## src/rtl/keypad_pkg.sv

```systemverilog
// Shared types for the CHIP-8 keypad controller.
// Key indices follow CHIP-8 key order (0x0..0xF).
package keypad_pkg;

  localparam int NUM_KEYS = 16;

  typedef logic [3:0] key_idx_t;

  typedef enum logic [1:0] {
    IDLE,
    ARMED,
    HELD
  } wait_state_t;

  function automatic key_idx_t lowest_key(
    input logic [NUM_KEYS-1:0] v
  );
    key_idx_t k;
    k = '0;
    for (int i = NUM_KEYS - 1; i >= 0; i--) begin
      if (v[i]) k = key_idx_t'(i);
    end
    return k;
  endfunction

endpackage

```

## src/rtl/key_debounce.sv

```systemverilog
// Single-key debouncer: state follows raw after DEBOUNCE_CYCLES
// consecutive differing cycles; rise/fall pulse for one cycle.
module key_debounce #(
  parameter int DEBOUNCE_CYCLES = 1000
) (
  input  logic clk_in,
  input  logic rst_n_in,
  input  logic raw_in,
  output logic state_out,
  output logic rise_out,
  output logic fall_out
);

  localparam int CNT_W = $clog2(DEBOUNCE_CYCLES + 1);
  localparam logic [CNT_W-1:0] LAST = CNT_W'(DEBOUNCE_CYCLES - 1);

  logic             r_state;
  logic [CNT_W-1:0] r_cnt;
  logic             r_rise;
  logic             r_fall;
  logic             w_diff;
  logic             w_flip;

  assign w_diff = raw_in != r_state;
  assign w_flip = w_diff && (r_cnt == LAST);

  always_ff @(posedge clk_in) begin
    if (!rst_n_in) begin
      r_state <= 1'b0;
      r_cnt   <= '0;
      r_rise  <= 1'b0;
      r_fall  <= 1'b0;
    end else begin
      r_rise <= w_flip && raw_in;
      r_fall <= w_flip && !raw_in;
      if (!w_diff || w_flip) r_cnt <= '0;
      else                   r_cnt <= r_cnt + 1'b1;
      if (w_flip) r_state <= raw_in;
    end
  end

  assign state_out = r_state;
  assign rise_out  = r_rise;
  assign fall_out  = r_fall;

endmodule

```

## src/rtl/keypad_ctrl.sv

```systemverilog
// Keypad front end for the CHIP-8 core: per-key debounce,
// registered key query, and the FX0A wait-for-key sequencer.
module keypad_ctrl
  import keypad_pkg::*;
#(
  parameter int DEBOUNCE_CYCLES = 1000
) (
  input  logic        clk_in,
  input  logic        rst_n_in,
  input  logic [15:0] keymap_in,
  output logic [15:0] keys_db_out,
  input  logic [3:0]  query_key_in,
  output logic        query_pressed_out,
  input  logic        wait_req_in,
  input  logic        cancel_in,
  output logic        wait_busy_out,
  output logic        wait_done_out,
  output logic [3:0]  wait_key_out
);

  logic [NUM_KEYS-1:0] w_db;
  logic [NUM_KEYS-1:0] w_rise;
  logic [NUM_KEYS-1:0] w_fall;

  for (genvar g = 0; g < NUM_KEYS; g++) begin : g_key
    key_debounce #(
      .DEBOUNCE_CYCLES(DEBOUNCE_CYCLES)
    ) u_db (
      .clk_in   (clk_in),
      .rst_n_in (rst_n_in),
      .raw_in   (keymap_in[g]),
      .state_out(w_db[g]),
      .rise_out (w_rise[g]),
      .fall_out (w_fall[g])
    );
  end

  wait_state_t r_state;
  wait_state_t w_next;
  key_idx_t    r_cap;
  key_idx_t    r_key;
  logic        r_done;
  logic        r_busy;
  logic        r_query;
  logic        w_capture;
  logic        w_done;

  always_ff @(posedge clk_in) begin
    if (!rst_n_in) r_state <= IDLE;
    else           r_state <= w_next;
  end

  always_comb begin
    w_next = r_state;
    unique case (r_state)
      IDLE:  if (wait_req_in) w_next = ARMED;
      ARMED: begin
        if (cancel_in)    w_next = IDLE;
        else if (|w_rise) w_next = HELD;
      end
      HELD: begin
        if (cancel_in)           w_next = IDLE;
        else if (w_fall[r_cap])  w_next = IDLE;
      end
      default: w_next = IDLE;
    endcase
  end

  // Cancel takes priority over both capture and completion.
  always_comb begin
    w_capture = 1'b0;
    w_done    = 1'b0;
    unique case (r_state)
      ARMED:   w_capture = !cancel_in && (|w_rise);
      HELD:    w_done    = !cancel_in && w_fall[r_cap];
      default: ;
    endcase
  end

  always_ff @(posedge clk_in) begin
    if (!rst_n_in) begin
      r_cap   <= '0;
      r_key   <= '0;
      r_done  <= 1'b0;
      r_busy  <= 1'b0;
      r_query <= 1'b0;
    end else begin
      if (w_capture) r_cap <= lowest_key(w_rise);
      if (w_done)    r_key <= r_cap;
      r_done  <= w_done;
      r_busy  <= w_next != IDLE;
      r_query <= w_db[query_key_in];
    end
  end

  assign keys_db_out       = w_db;
  assign query_pressed_out = r_query;
  assign wait_busy_out     = r_busy;
  assign wait_done_out     = r_done;
  assign wait_key_out      = r_key;

endmodule

```

## config.mk

```make
export PLATFORM = sky130hd
export DESIGN_NAME = keypad_ctrl
export DESIGN_NICKNAME = d
export VERILOG_FILES = /design/src/rtl/keypad_pkg.sv /design/src/rtl/key_debounce.sv /design/src/rtl/keypad_ctrl.sv
export SDC_FILE = /design/constraint.sdc
export NUM_CORES = 1
export LEC_CHECK = 0
export CORE_UTILIZATION = 34
export DETAILED_ROUTE_END_ITERATION = 8
export HOLD_SLACK_MARGIN = 0.03
export PLACE_DENSITY = 0.58
export SYNTH_ARGS = -nofsm -noshare
export SYNTH_HDL_FRONTEND = slang
export SYNTH_HIERARCHICAL = 1
export SYNTH_SLANG_ARGS = --single-unit
```

## constraint.sdc

```tcl
create_clock -name clk_in -period 2.2 [get_ports clk_in]
set_input_delay 0.44 -clock clk_in [delete_from_list [all_inputs] [get_ports clk_in]]
set_output_delay 0.44 -clock clk_in [all_outputs]
set_load 0.05 [all_outputs]
```

; After elaboration in Yosys (flattened, before gate mapping)
; Index checks and enable logic that the tools add are counted.
; W data, S select, Z words.
[totals]
regBits = 221
latch_bits = 0
ramBits = 0
romBits = 0
input_bits = 24
out_inout_bits = 23
word_cells = 269
n_memories = 0
[classes]
n_addsub = 16
mul = 0
div_mod_pow = 0
n_lt_le_gt_ge = 2
n_eq_ne = 34
shift = 0
n_mux = 28
n_bitwise = 1
n_reduce_logical = 118
[ops]
columns = op, count
row1 = $add A10 B1 Y10 const B, 16
row2 = $eq A10 B10 Y1 const B, 16
row3 = $mux W4, 16
row4 = $logic_and A1 B1 Y1, 50
row5 = $logic_not A1 Y1, 33
row6 = $reduce_or A2 Y1, 16
row7 = $logic_or A1 B1 Y1, 16
row8 = $ne A1 B1 Y1, 16
row9 = $reduce_or A16 Y1, 1
row10 = $lt A4 B5 Y1 const B, 2
row11 = $mux W2, 5
row12 = $bmux W1 S4, 2
row13 = $pmux W2 S3, 1
row14 = $mux W1, 4
row15 = $eq A2 B1 Y1 const B, 1
row16 = $eq A2 B2 Y1 const B, 1
row17 = $logic_not A2 Y1, 1
row18 = $reduce_bool A2 Y1, 1
row19 = $not A1 Y1, 1

; Longest topological paths before layout
[depth]
ltp_word = 16
ltp_mapped = 6
ltp_nobuf = 5

; Modules after synthesis
; The synthesis kept the hierarchy.
[modules_own_cells]
columns = module, n_inst, cells_per_inst, area_per_inst_um2, seq_area_each_um2
row1 = key_debounce (g_key[0].u_db ...), 15, 58, 533.0, 260.2
row2 = keypad_ctrl, 1, 103, 963.4, 260.2
row3 = key_debounce (g_key[9].u_db), 1, 59, 540.5, 260.2

; Least setup slack after synthesis
; No wires, ideal clock.
[synth_timing]
kind = reg-to-reg
start = register g_key[15].u_db.r_state
end = register r_query (netlist: query_pressed_out)
setup_ns = 0.115
arrival_ns = 1.600
required_ns = 2.085
path_slack_ns = 0.485
stages_incl_launch_ff = 4
n_path_buf = 0
synth_period_minus_slack_ns = 1.715
path_cell_list = dfxtp_1 > mux4_2 > mux4_2 > and2_1
[synth_via]
elab_chain_cells = 2
[synth_lines]
columns = item, line
row1 = "start, declared", key_debounce.sv:17  ; logic r_state;
row2 = "start signal, assigned", key_debounce.sv:38  ; if (w_flip) r_state <= raw_in;
row3 = $bmux W1 S4, keypad_ctrl.sv:92  ; r_query <= w_db[query_key_in];
row4 = $mux W1 (not written as such), keypad_ctrl.sv:92
row5 = "end signal, assigned", keypad_ctrl.sv:92
row6 = "end, declared", keypad_ctrl.sv:44  ; logic r_query;
; No other way between the ends. The select of a mux whose other input is x is not followed.
; A chain may end at the register's enable or synchronous reset.

; Worst setup path in the final report
[layout_timing]
start = register r_query (netlist: query_pressed_out)
end = output port query_pressed_out
[layout_rtl]
columns = item, line
row1 = "end, declared", keypad_ctrl.sv:13  ; output logic query_pressed_out,
; No word-level cell between the ends.

==> out/qor_table.md <==
| Step | Item | Value |
|:---|:---|:---|
| status | Outcome | finished clean |
| floorplan | Die span in y | 169 um |
| power | Standby leakage power | 3.73 nW |
| floorplan | Die Footprint | 0.0286 mm2 |
| synthesis | Most common flop cell mapped by yosys | dfxtp_1 |
| timing | Maximum clock frequency | 0.466 GHz |
| power | Power density over cell area | 752 mW/mm2 |
| clocking | Post-CTS Setup Repair Bufs | 0 |
| clocking | Clock latency at the later pin of the worst-skew pair | 0.52 ns |
| synthesis | Flops & latches, synth | 221 |
| worst hold path | Type of the worst min-delay path | input port to register |
| cells and area | Fill cell count | 2732 |
| synthesis | Area of the mapped netlist | 0.00950 mm2 |
| power | Total power after layout | 8.41 mW |
| power | Switching share of total power | 20.6% |
| clocking | TritonCTS clock tree | yes |
| synthesis | Register area share after synthesis | 46.6% |
| clocking | Clock root buffer | clkbuf_16 |
| worst hold path | Start point of the worst hold path | rst_n_in |
| power | Sequential share of power | 48.2% |
| critical path | Critical path start-end classification | register to primary output |
| synthesis | EDFF count, synth | 0 |
| power | Clock Power Share | 49.0% |
| critical path | CP Buf/Inv Count | 1 |
| timing | Number of endpoints with negative hold slack in the final report | 0 |
| routing | Average wire per cell in the routed design | 12.5 um |
| timing | RSZ-0062 raised after global routing | no |
| synthesis | Gate Count Post-Synth | 1032 |
| clocking | # H-tree levels | 1 |
| critical path | Slack of the worst reg-to-reg path | 0.26 ns |
| critical path | Startpoint of the worst setup timing path | query_pressed_out |
| critical path | R2r startpoint | r_cap[0] |
| global route | GRT overflow | 0 |
| critical path | Cell with the biggest individual delay on the critical path | clkdlybuf4s50_1 |
| timing | Max_slew headroom | 66.2% |
| worst hold path | WHS Path Cells | 3 |
| global route | Antenna violations before repair | 0 |
| cells and area | Layout cell share with drive strength beyond 1 | 11.1% |
| routing | DRC | 0 |
| timing | Crit path time final | 2.14 ns |
| timing | Max-slew violations | 0 |
| routing | Via count | 7002 |
| worst hold path | Worst Hold Path EP | g_key[8].u_db/state_out |
| routing | Number of design-rule violations left by the first detailed-router iteration | 318 |
| synthesis | Synth Warn # | 6 |
| floorplan | Area of the core | 0.0272 mm2 |
| critical path | Worst Setup End Kind | primary output |
| routing | Drt pass-1 iters | 4 |
| cells and area | Layout Nets | 1135 |
| job | # Max-Cap Violations | 0 |
| synthesis | Mean Syn Cell Area | 9.20 um2 |
| global route | Vias in the first global route | 6529 |
| power | Total net switching power | 1.74 mW |
| cells and area | Area growth from synthesis to final layout | 17.8% |
| critical path | Delay-heaviest family, CP | buffers and inverters |
| clocking | Number of sinks driven by the clock tree | 221 |
| critical path | Startpoint type of the worst setup path | register |
| critical path | Delay of the slowest cell on the worst path | 0.82 ns |
| power | Maximum vdd ir drop | 0.453 mV |
| synthesis | Syn Nets | 1072 |
| clocking | Clock slew at the register clock pins of the worst setup and hold paths | 0.06 ns |
| global route | Maximum number of pins on one net before global-route repair | 30 |
| critical path | Critical path cell sequence | clkdlybuf4s50_1 |
| critical path | Reg2Reg Capture Point | wait_busy_out |
| critical path | Worst EP required | 1.76 ns |
| routing | Routed wire length | 18.6 mm |
| place | Buffers added on ports | 46 |
| cells and area | Post-layout instance area | 0.0112 mm2 |
| global route | Global-route usage over all layers | 13.5% |
| floorplan | Count of pins on the block boundary | 47 |
| floorplan | Die width | 169 um |
| timing | Worst setup skew after layout | 0.00713 ns |
| synthesis | Async SR Flop Fraction | 0% |
| clocking | Number of buffers inserted during clock tree synthesis | 26 |
| synthesis | Count of distinct cell types in the synthesized netlist | 54 |
| clocking | Maximum clock path buffer count | 3 |
| timing | Actual transition at the worst max-transition pin | 0.507 ns |
| routing | Ratio of routed vias to standard cells | 4.72 |
| place | Placer Congestion | 0.819 |
| floorplan | Effective utilization at floorplan | 35.0% |
| critical path | Max Fanout on Critical Path | 1 |
| critical path | Number of cell instances on the worst register-to-register path | 5 |
| routing | Remaining number of nets flagged by the antenna check after routing | 0 |
| timing | # setup viols final | 0 |
| power | Internal power consumption | 6.67 mW |
| floorplan | Std-Cell Rows | 60 |
| power | Logic gate share of total power | 2.8% |
| global route | First-pass GRT wire length | 31.9 mm |
| critical path | CP Data Arrival Time | 1.70 ns |
| place | Instance area at placement | 0.0104 mm2 |
| place | Post-DP HPWL | 13.6 mm |
| cells and area | Core utilization of the finished layout | 41.2% |
| timing | Tcrit/Tclk final | 97.5% |
==> timing repair <==
action	4_1_cts	5_1_grt
resized for setup	16	0
setup endpoints to repair	16	0
hold buffers	0	0
==> how the worst max path moves through the flow <==
stage | to | slack, ns | depth (start not counted)
finish | query_pressed_out | 0.06 | 1
global route | query_pressed_out | 0.02 | 1
CTS | query_pressed_out | 0.03 | 1
detailed placement | query_pressed_out | -0.12 | 5
global placement | query_pressed_out | -0.11 | 5
floorplan | query_pressed_out | 0.48 | 3
==> cell type report <==
class                   count  area (um2)  area share (%)
diodes                      1        2.50          0.0224
clock buffers              36         739            6.61
clock inverters             6        80.1           0.716
inverters                  22        82.6           0.738
multi-input cells         771        4900            43.8
flip-flops and latches    221        4420            39.5
well taps                 372         465            4.16
repair buffers             53         500            4.47
==> layout by cell type, fill, tap and decap left out, types with 6 or more instances in the layout <==
master | netlist | routed
or3_4 | 15 | 15
xor2_1 | 63 | 63
nand2_2 | 31 | 31
xnor2_1 | 63 | 63
mux2i_1 | 6 | 6
nor3_1 | 7 | 7
buf_4 | 0 | 6
nand3_1 | 94 | 94
or2_1 | 16 | 16
clkdlybuf4s50_1 | 0 | 29
inv_1 | 22 | 22
o311ai_0 | 15 | 15
a21oi_1 | 10 | 10
mux4_2 | 7 | 7
dfxtp_1 | 221 | 221
clkbuf_16 | 0 | 27
nand4_1 | 17 | 17
dlygate4sd2_1 | 0 | 16
nor3b_1 | 17 | 17
o21ai_0 | 16 | 16
nor2_1 | 197 | 197
ha_1 | 16 | 16
or3_1 | 16 | 16
nand2_1 | 75 | 75
a31oi_1 | 15 | 15
clkbuf_1 | 0 | 6
and4_1 | 17 | 17
nor4_2 | 17 | 17
==> routing by layer <==
layer | GRT usage [%] | vias to the layer above | routed length (um)
li1 | - | 3687 | -
met1 | 18.5 | 3194 | 9470
met2 | 21.6 | 91 | 8090
met3 | 2.24 | 30 | 650
met4 | 4.35 | 0 | 392
met5 | 0 | - | 0
==> registers in the layout, indices dropped and copies added, names as in the netlist, 2 cells and up <==
register / count
g_key.u_db/r_cnt: 160
g_key.u_db/fall_out: 16
g_key.u_db/rise_out: 16
g_key.u_db/state_out: 16
r_cap: 4
wait_key_out: 4
r_state: 2
==> metrics by stage <==
step	TNS, ns	hold slack [ns]	setup slack [ns]	instances
after global placement	-0.106	0.424	-0.106	1439
final	0	0.434	0.0553	1482
after CTS	0	0.417	0.0339	1481
after detailed placement	-0.115	0.430	-0.115	1439
after global routing	0	0.456	0.0188	1481
after floorplan	0	0.414	0.485	1032
==> Yosys cell counts (3+ instances only) <==
cell type    n  area [um2]
a21oi_1     10        50.1
a31oi_1     15        93.8
and3_1       3        18.8
and4_1      17         149
buf_2       17        85.1
dfxtp_1    221        4420
ha_1        16         200
inv_1       22        82.6
mux2i_1      6        60.1
mux4_2       7         158
nand2_1     75         282
nand2_2     31         194
nand2b_1     4        25.0
nand3_1     94         470
nand4_1     17         106
nor2_1     197         739
nor2b_1      3        18.8
nor3_1       7        35.0
nor3b_1     17         128
nor4_2      17         213
o21ai_0     16        80.1
o311ai_0    15         131
or2_1       16         100
or3_1       16         100
or3_4       15         169
xnor2_1     63         552
xor2_1      63         552
==> cells by family after synthesis <==
| family | count (synthesis) | share of synthesized area [%] |
|---|---|---|
| AOI/OAI and AO/OA | 74 | 5.28 |
| xor gates and xnor gates | 126 | 11.6 |
| adders and majority gates | 16 | 2.11 |
| buffers and inverters | 40 | 1.88 |
| DFF | 221 | 46.6 |
| muxes | 15 | 2.57 |
| and+or+nand+nor | 540 | 30.0 |
==> power by group through the flow <==
stage / combinational [mW] / sequential (mW) / clock, mW
after CTS: 0.238 / 4.06 / 4.26
after floorplan: 0.118 / 4.14 / 0
after global routing: 0.266 / 4.06 / 4.44
after detailed placement: 0.237 / 4.14 / 0
final: 0.233 / 4.06 / 4.12
after global placement: 0.232 / 4.14 / 0
Power figures use the tool's default switching activity.
==> RTL change 1 (config.mk and constraints unchanged) <==
`DEBOUNCE_CYCLES` is set to 1000 in 2 places; all go to 500.
--- a/src/rtl/key_debounce.sv
+++ b/src/rtl/key_debounce.sv
@@ -1,7 +1,7 @@
 // Single-key debouncer: state follows raw after DEBOUNCE_CYCLES
 // consecutive differing cycles; rise/fall pulse for one cycle.
 module key_debounce #(
-  parameter int DEBOUNCE_CYCLES = 1000
+  parameter int DEBOUNCE_CYCLES = 500
 ) (
   input  logic clk_in,
   input  logic rst_n_in,
--- a/src/rtl/keypad_ctrl.sv
+++ b/src/rtl/keypad_ctrl.sv
@@ -3,7 +3,7 @@
 module keypad_ctrl
   import keypad_pkg::*;
 #(
-  parameter int DEBOUNCE_CYCLES = 1000
+  parameter int DEBOUNCE_CYCLES = 500
 ) (
   input  logic        clk_in,
   input  logic        rst_n_in,
Function: same outputs for any inputs over 10 cycles, from zero or initial values and one cycle with rst_n_in low; that may be too few to reach the edited logic, so the function may still have changed.
==> RTL change 1 against the original RTL <==
  * The run now ends with design-rule violations left
  * Die area shrank 4.3%
  * Power shrank 4.5%
  * Register-to-register slack gained 80 ps
  * Critical path type unchanged
  * Critical endpoint is now wait_key_out[0]
  * Worst setup slack gained 37 ps
  * Global-route usage grew 0.94 points
  * Cell count shrank 4.7%
  * Sequential cell count shrank 16
  * Routed wire length grew 4.1%
  * Synthesized area shrank 4.3%
  * Sequential power shrank 7.1%
  * Cell area shrank 4.3%
==> RTL change 1: results (changes against the original RTL) <==
<table>
<tr><th>Metric</th><th>Value</th></tr>
<tr><th colspan="2">Pwr</th></tr>
<tr><td>Internal Power</td><td>6.35 mW (was 6.67 mW)</td></tr>
<tr><td>Maximum vdd drop</td><td>0.432 mV (was 0.453 mV)</td></tr>
<tr><th colspan="2">Layout</th></tr>
<tr><td>Antenna Cells</td><td>0 (was 1)</td></tr>
<tr><td>Flip-flop count of the largest register, all copies and words added</td><td>144 (was 160)</td></tr>
<tr><td>Layout filler cell count</td><td>2637 (was 2732)</td></tr>
<tr><th colspan="2">Drt</th></tr>
<tr><td>DRC marker count from the first detailed-route iteration</td><td>381 (was 318)</td></tr>
<tr><td>Mean routed wirelength per cell</td><td>13.7 um (was 12.5 um)</td></tr>
<tr><td>Vias per std cell</td><td>5.17 (was 4.72)</td></tr>
<tr><td>Remaining design rule violation count</td><td>8 (was 0)</td></tr>
<tr><th colspan="2">Placed design</th></tr>
<tr><td>Detailed placement HPWL</td><td>14200 um (was 13600 um)</td></tr>
<tr><td>RD Place Congestion</td><td>0.821 (was 0.819)</td></tr>
<tr><th colspan="2">Critical path</th></tr>
<tr><td>CP Data Arrival Time</td><td>1670 ps (was 1700 ps)</td></tr>
<tr><td>Critical-path maximum fanout</td><td>2 (was 1)</td></tr>
<tr><th colspan="2">Logic synthesis</th></tr>
<tr><td>Fraction of the yosys area taken by sequential cells</td><td>0.451 (was 0.466)</td></tr>
<tr><td>Post-synthesis cell type count</td><td>58 (was 54)</td></tr>
<tr><th colspan="2">Floorplanning</th></tr>
<tr><td>Die width</td><td>166 um (was 169 um)</td></tr>
<tr><th colspan="2">Timing</th></tr>
<tr><td>Pin slew with the least headroom to its limit</td><td>539 ps (was 507 ps)</td></tr>
<tr><th colspan="2">Outcome</th></tr>
<tr><td>Outcome</td><td>complete, but fails checks (was finished clean)</td></tr>
<tr><td>Violations in the final reports</td><td>design-rule violations</td></tr>
<tr><th colspan="2">Global route</th></tr>
<tr><td>Pin count of the biggest net entering global routing</td><td>26 (was 30)</td></tr>
</table>
[RTL change 1: cell count changes in the layout (fill, tap and decap cells not counted), sizes merged, moves of 18 or more]
cell	change
a21oi	+29
nor2	-112
nand3	-31
a31oi	+18
xnor2	-33
and3	+26
nand2	-44
xor2	-31
inv	+45
o21ai	+34
[RTL change 1: cells by family after synthesis]
group / Yosys count / share of synthesized area
compound gates: 200 / 0.139
xor+xnor: 62 / 0.0597
fa+ha+maj: 16 / 0.0220
buf+inv: 87 / 0.0401
flops: 205 / 0.451
mux: 16 / 0.0279
simple gates: 416 / 0.260
[RTL change 1: area by class of cell]
type,instances,area (um^2),area share
repair buffers,52,495,0.0463
inverters,67,251,0.0235
multi-input cells,710,4620,0.431
clock buffers,35,723,0.0675
flip-flops and latches,205,4100,0.383
clock inverters,9,97.6,0.00911
well taps,335,419,0.0391
[RTL change 1: worst paths after layout]
path | start | to | cells after the start
worst min register to register | r_state[1] | r_state[0] | 1
worst max-delay path | wait_key_out[0] | wait_key_out[0] | 1
worst max register to register | g_key[8].u_db/rise_out | wait_busy_out | 5
worst min-delay path | rst_n_in | g_key[3].u_db/state_out | 2
[RTL change 1: power groups by stage]
stage / clock network, mW / registers, mW / logic [mW]
after global placement: 0 / 3.85 / 0.238
after global routing: 4.30 / 3.78 / 0.267
after CTS: 4.15 / 3.77 / 0.242
after detailed placement: 0 / 3.85 / 0.240
after floorplan: 0 / 3.85 / 0.117
final: 4.03 / 3.77 / 0.238
[RTL change 1: routing by layer]
metal / global-route usage / wire length [um] / vias to the layer above
li1: - / - / 3818
met1: 0.193 / 9470 / 3347
met2: 0.231 / 8550 / 103
met3: 0.0270 / 749 / 35
met4: 0.0504 / 596 / 0
met5: 0 / 0 / -
==> RTL change 2 (same flow settings) <==
Without the edit above. Make the reset (`rst_n_in`) asynchronous in 3 clocked blocks.
--- a/src/rtl/key_debounce.sv
+++ b/src/rtl/key_debounce.sv
@@ -24,7 +24,7 @@
   assign w_diff = raw_in != r_state;
   assign w_flip = w_diff && (r_cnt == LAST);
 
-  always_ff @(posedge clk_in) begin
+  always_ff @(posedge clk_in or negedge rst_n_in) begin
     if (!rst_n_in) begin
       r_state <= 1'b0;
       r_cnt   <= '0;
--- a/src/rtl/keypad_ctrl.sv
+++ b/src/rtl/keypad_ctrl.sv
@@ -45,7 +45,7 @@
   logic        w_capture;
   logic        w_done;
 
-  always_ff @(posedge clk_in) begin
+  always_ff @(posedge clk_in or negedge rst_n_in) begin
     if (!rst_n_in) r_state <= IDLE;
     else           r_state <= w_next;
   end
@@ -77,7 +77,7 @@
     endcase
   end
 
-  always_ff @(posedge clk_in) begin
+  always_ff @(posedge clk_in or negedge rst_n_in) begin
     if (!rst_n_in) begin
       r_cap   <= '0;
       r_key   <= '0;
Behaviour: differs if rst_n_in is asserted again (counterexample within 4 cycles, from zero or initial values and one cycle with rst_n_in low); with rst_n_in held inactive, the same outputs for 10 cycles.
==> RTL change 2 against the original RTL <==
  * Worst setup slack better by 10 ps
  * Synthesized area grew 16%
  * Register-to-register slack improved by 80 ps
  * Sequential cell count stayed put
  * Highest routed layer unchanged
  * Via count is 14% higher
  * Cell area is 17% higher
  * Routed wire length increased by 27%
  * Synthesized cell count fell by 1.2%
  * Maximum frequency rose by 0.48%
Power is not compared: it rests on default switching activity, and its combinational part moved more than twofold at a synthesized area within 25%.
==> RTL change 2: results (changes against the original RTL) <==
<table>
<tr><th>Metric</th><th>Value</th></tr>
<tr><th colspan="2">Outcome</th></tr>
<tr><td>Outcome</td><td>finished clean (unchanged)</td></tr>
<tr><th colspan="2">Clock tree</th></tr>
<tr><td>Quantity of hold-fixing buffers added after cts</td><td>1 (was 0)</td></tr>
<tr><th colspan="2">Global route</th></tr>
<tr><td>Pin count of the biggest net entering global routing</td><td>60 (was 30)</td></tr>
<tr><td>Global-route total usage across every layer</td><td>0.147 (was 0.135)</td></tr>
<tr><td>Wire length of the first global-routing pass</td><td>40100 um (was 31900 um)</td></tr>
<tr><th colspan="2">Timing</th></tr>
<tr><td>Worst Hold Margin</td><td>458 ps (was 434 ps)</td></tr>
<tr><td>Pin slew with the least headroom to its limit</td><td>731 ps (was 507 ps)</td></tr>
<tr><td>Final worst clock skew</td><td>6.43 ps (was 7.13 ps)</td></tr>
<tr><th colspan="2">Critical path</th></tr>
<tr><td>Reg-to-reg critical path startpoint</td><td>r_cap[1] (was r_cap[0])</td></tr>
<tr><td>Critical Path End</td><td>wait_done_out (was query_pressed_out)</td></tr>
<tr><td>Startpoint of the most critical setup path</td><td>wait_done_out (was query_pressed_out)</td></tr>
<tr><th colspan="2">Drt</th></tr>
<tr><td>Vias per std cell</td><td>5.23 (was 4.72)</td></tr>
<tr><td>Detailed-routing iteration count for the pre-antenna-repair pass</td><td>5 (was 4)</td></tr>
<tr><td>DRC marker count from the first detailed-route iteration</td><td>428 (was 318)</td></tr>
<tr><td>Mean routed wirelength per cell</td><td>15.4 um (was 12.5 um)</td></tr>
<tr><th colspan="2">Placed design</th></tr>
<tr><td>Placed cell area</td><td>0.0121 mm^2 (was 0.0104 mm^2)</td></tr>
<tr><td>Detailed placement HPWL</td><td>16900 um (was 13600 um)</td></tr>
<tr><td>RD Place Congestion</td><td>0.788 (was 0.819)</td></tr>
<tr><th colspan="2">Logic synthesis</th></tr>
<tr><td>Adder-cell area share of the yosys netlist</td><td>0.0182 (was 0.0211)</td></tr>
<tr><td>Post-synthesis cell type count</td><td>44 (was 54)</td></tr>
<tr><td>Post-synth net total</td><td>1060 (was 1072)</td></tr>
<tr><td>Area fraction in compound gates after synthesis</td><td>0.139 (was 0.0528)</td></tr>
<tr><td>Proportion of synthesized area in mux cells</td><td>0.0459 (was 0.0257)</td></tr>
<tr><td>Fraction of the yosys area taken by sequential cells</td><td>0.502 (was 0.466)</td></tr>
<tr><th colspan="2">Layout</th></tr>
<tr><td>Post-route non-filler standard cell count</td><td>1531 (was 1482)</td></tr>
<tr><th colspan="2">Hold path</th></tr>
<tr><td>Type of the worst min-delay path</td><td>in -&gt; async (was in -&gt; reg)</td></tr>
</table>
RTL change 2: changes by cell type after synthesis, sizes merged, moves of 30 or more:
cell / unedited run / this run
dfxtp: 221 / 0
a21oi: 11 / 56
a211oi: 2 / 32
nor2: 199 / 89
nand2: 106 / 42
o31ai: 2 / 33
xnor2: 63 / 32
dfrtp: 0 / 221
o21ai: 17 / 82
RTL change 2: metal layers:
metal	vias to the layer above	wire, um	GRT usage
li1	3982	-	-
met1	3901	11000	0.195
met2	93	11400	0.249
met3	27	807	0.0257
met4	0	374	0.0366
met5	-	0	0
RTL change 2: cell type report:
class / count / area, um^2
sequential: 221 / 5530
tap: 402 / 503
multi-input combinational: 762 / 5340
fill: 3013 / 18600
timing repair buffer: 63 / 622
inverter: 35 / 131
clock buffer: 34 / 732
clock inverter: 14 / 228
RTL change 2: where the power goes:
part	total [mW]	leakage, nW	internal (mW)	switching (mW)
Clock	4.76	0.476	3.05	1.71
Sequential	4.45	3.00	4.24	0.210
Combinational	0.831	1.70	0.339	0.492
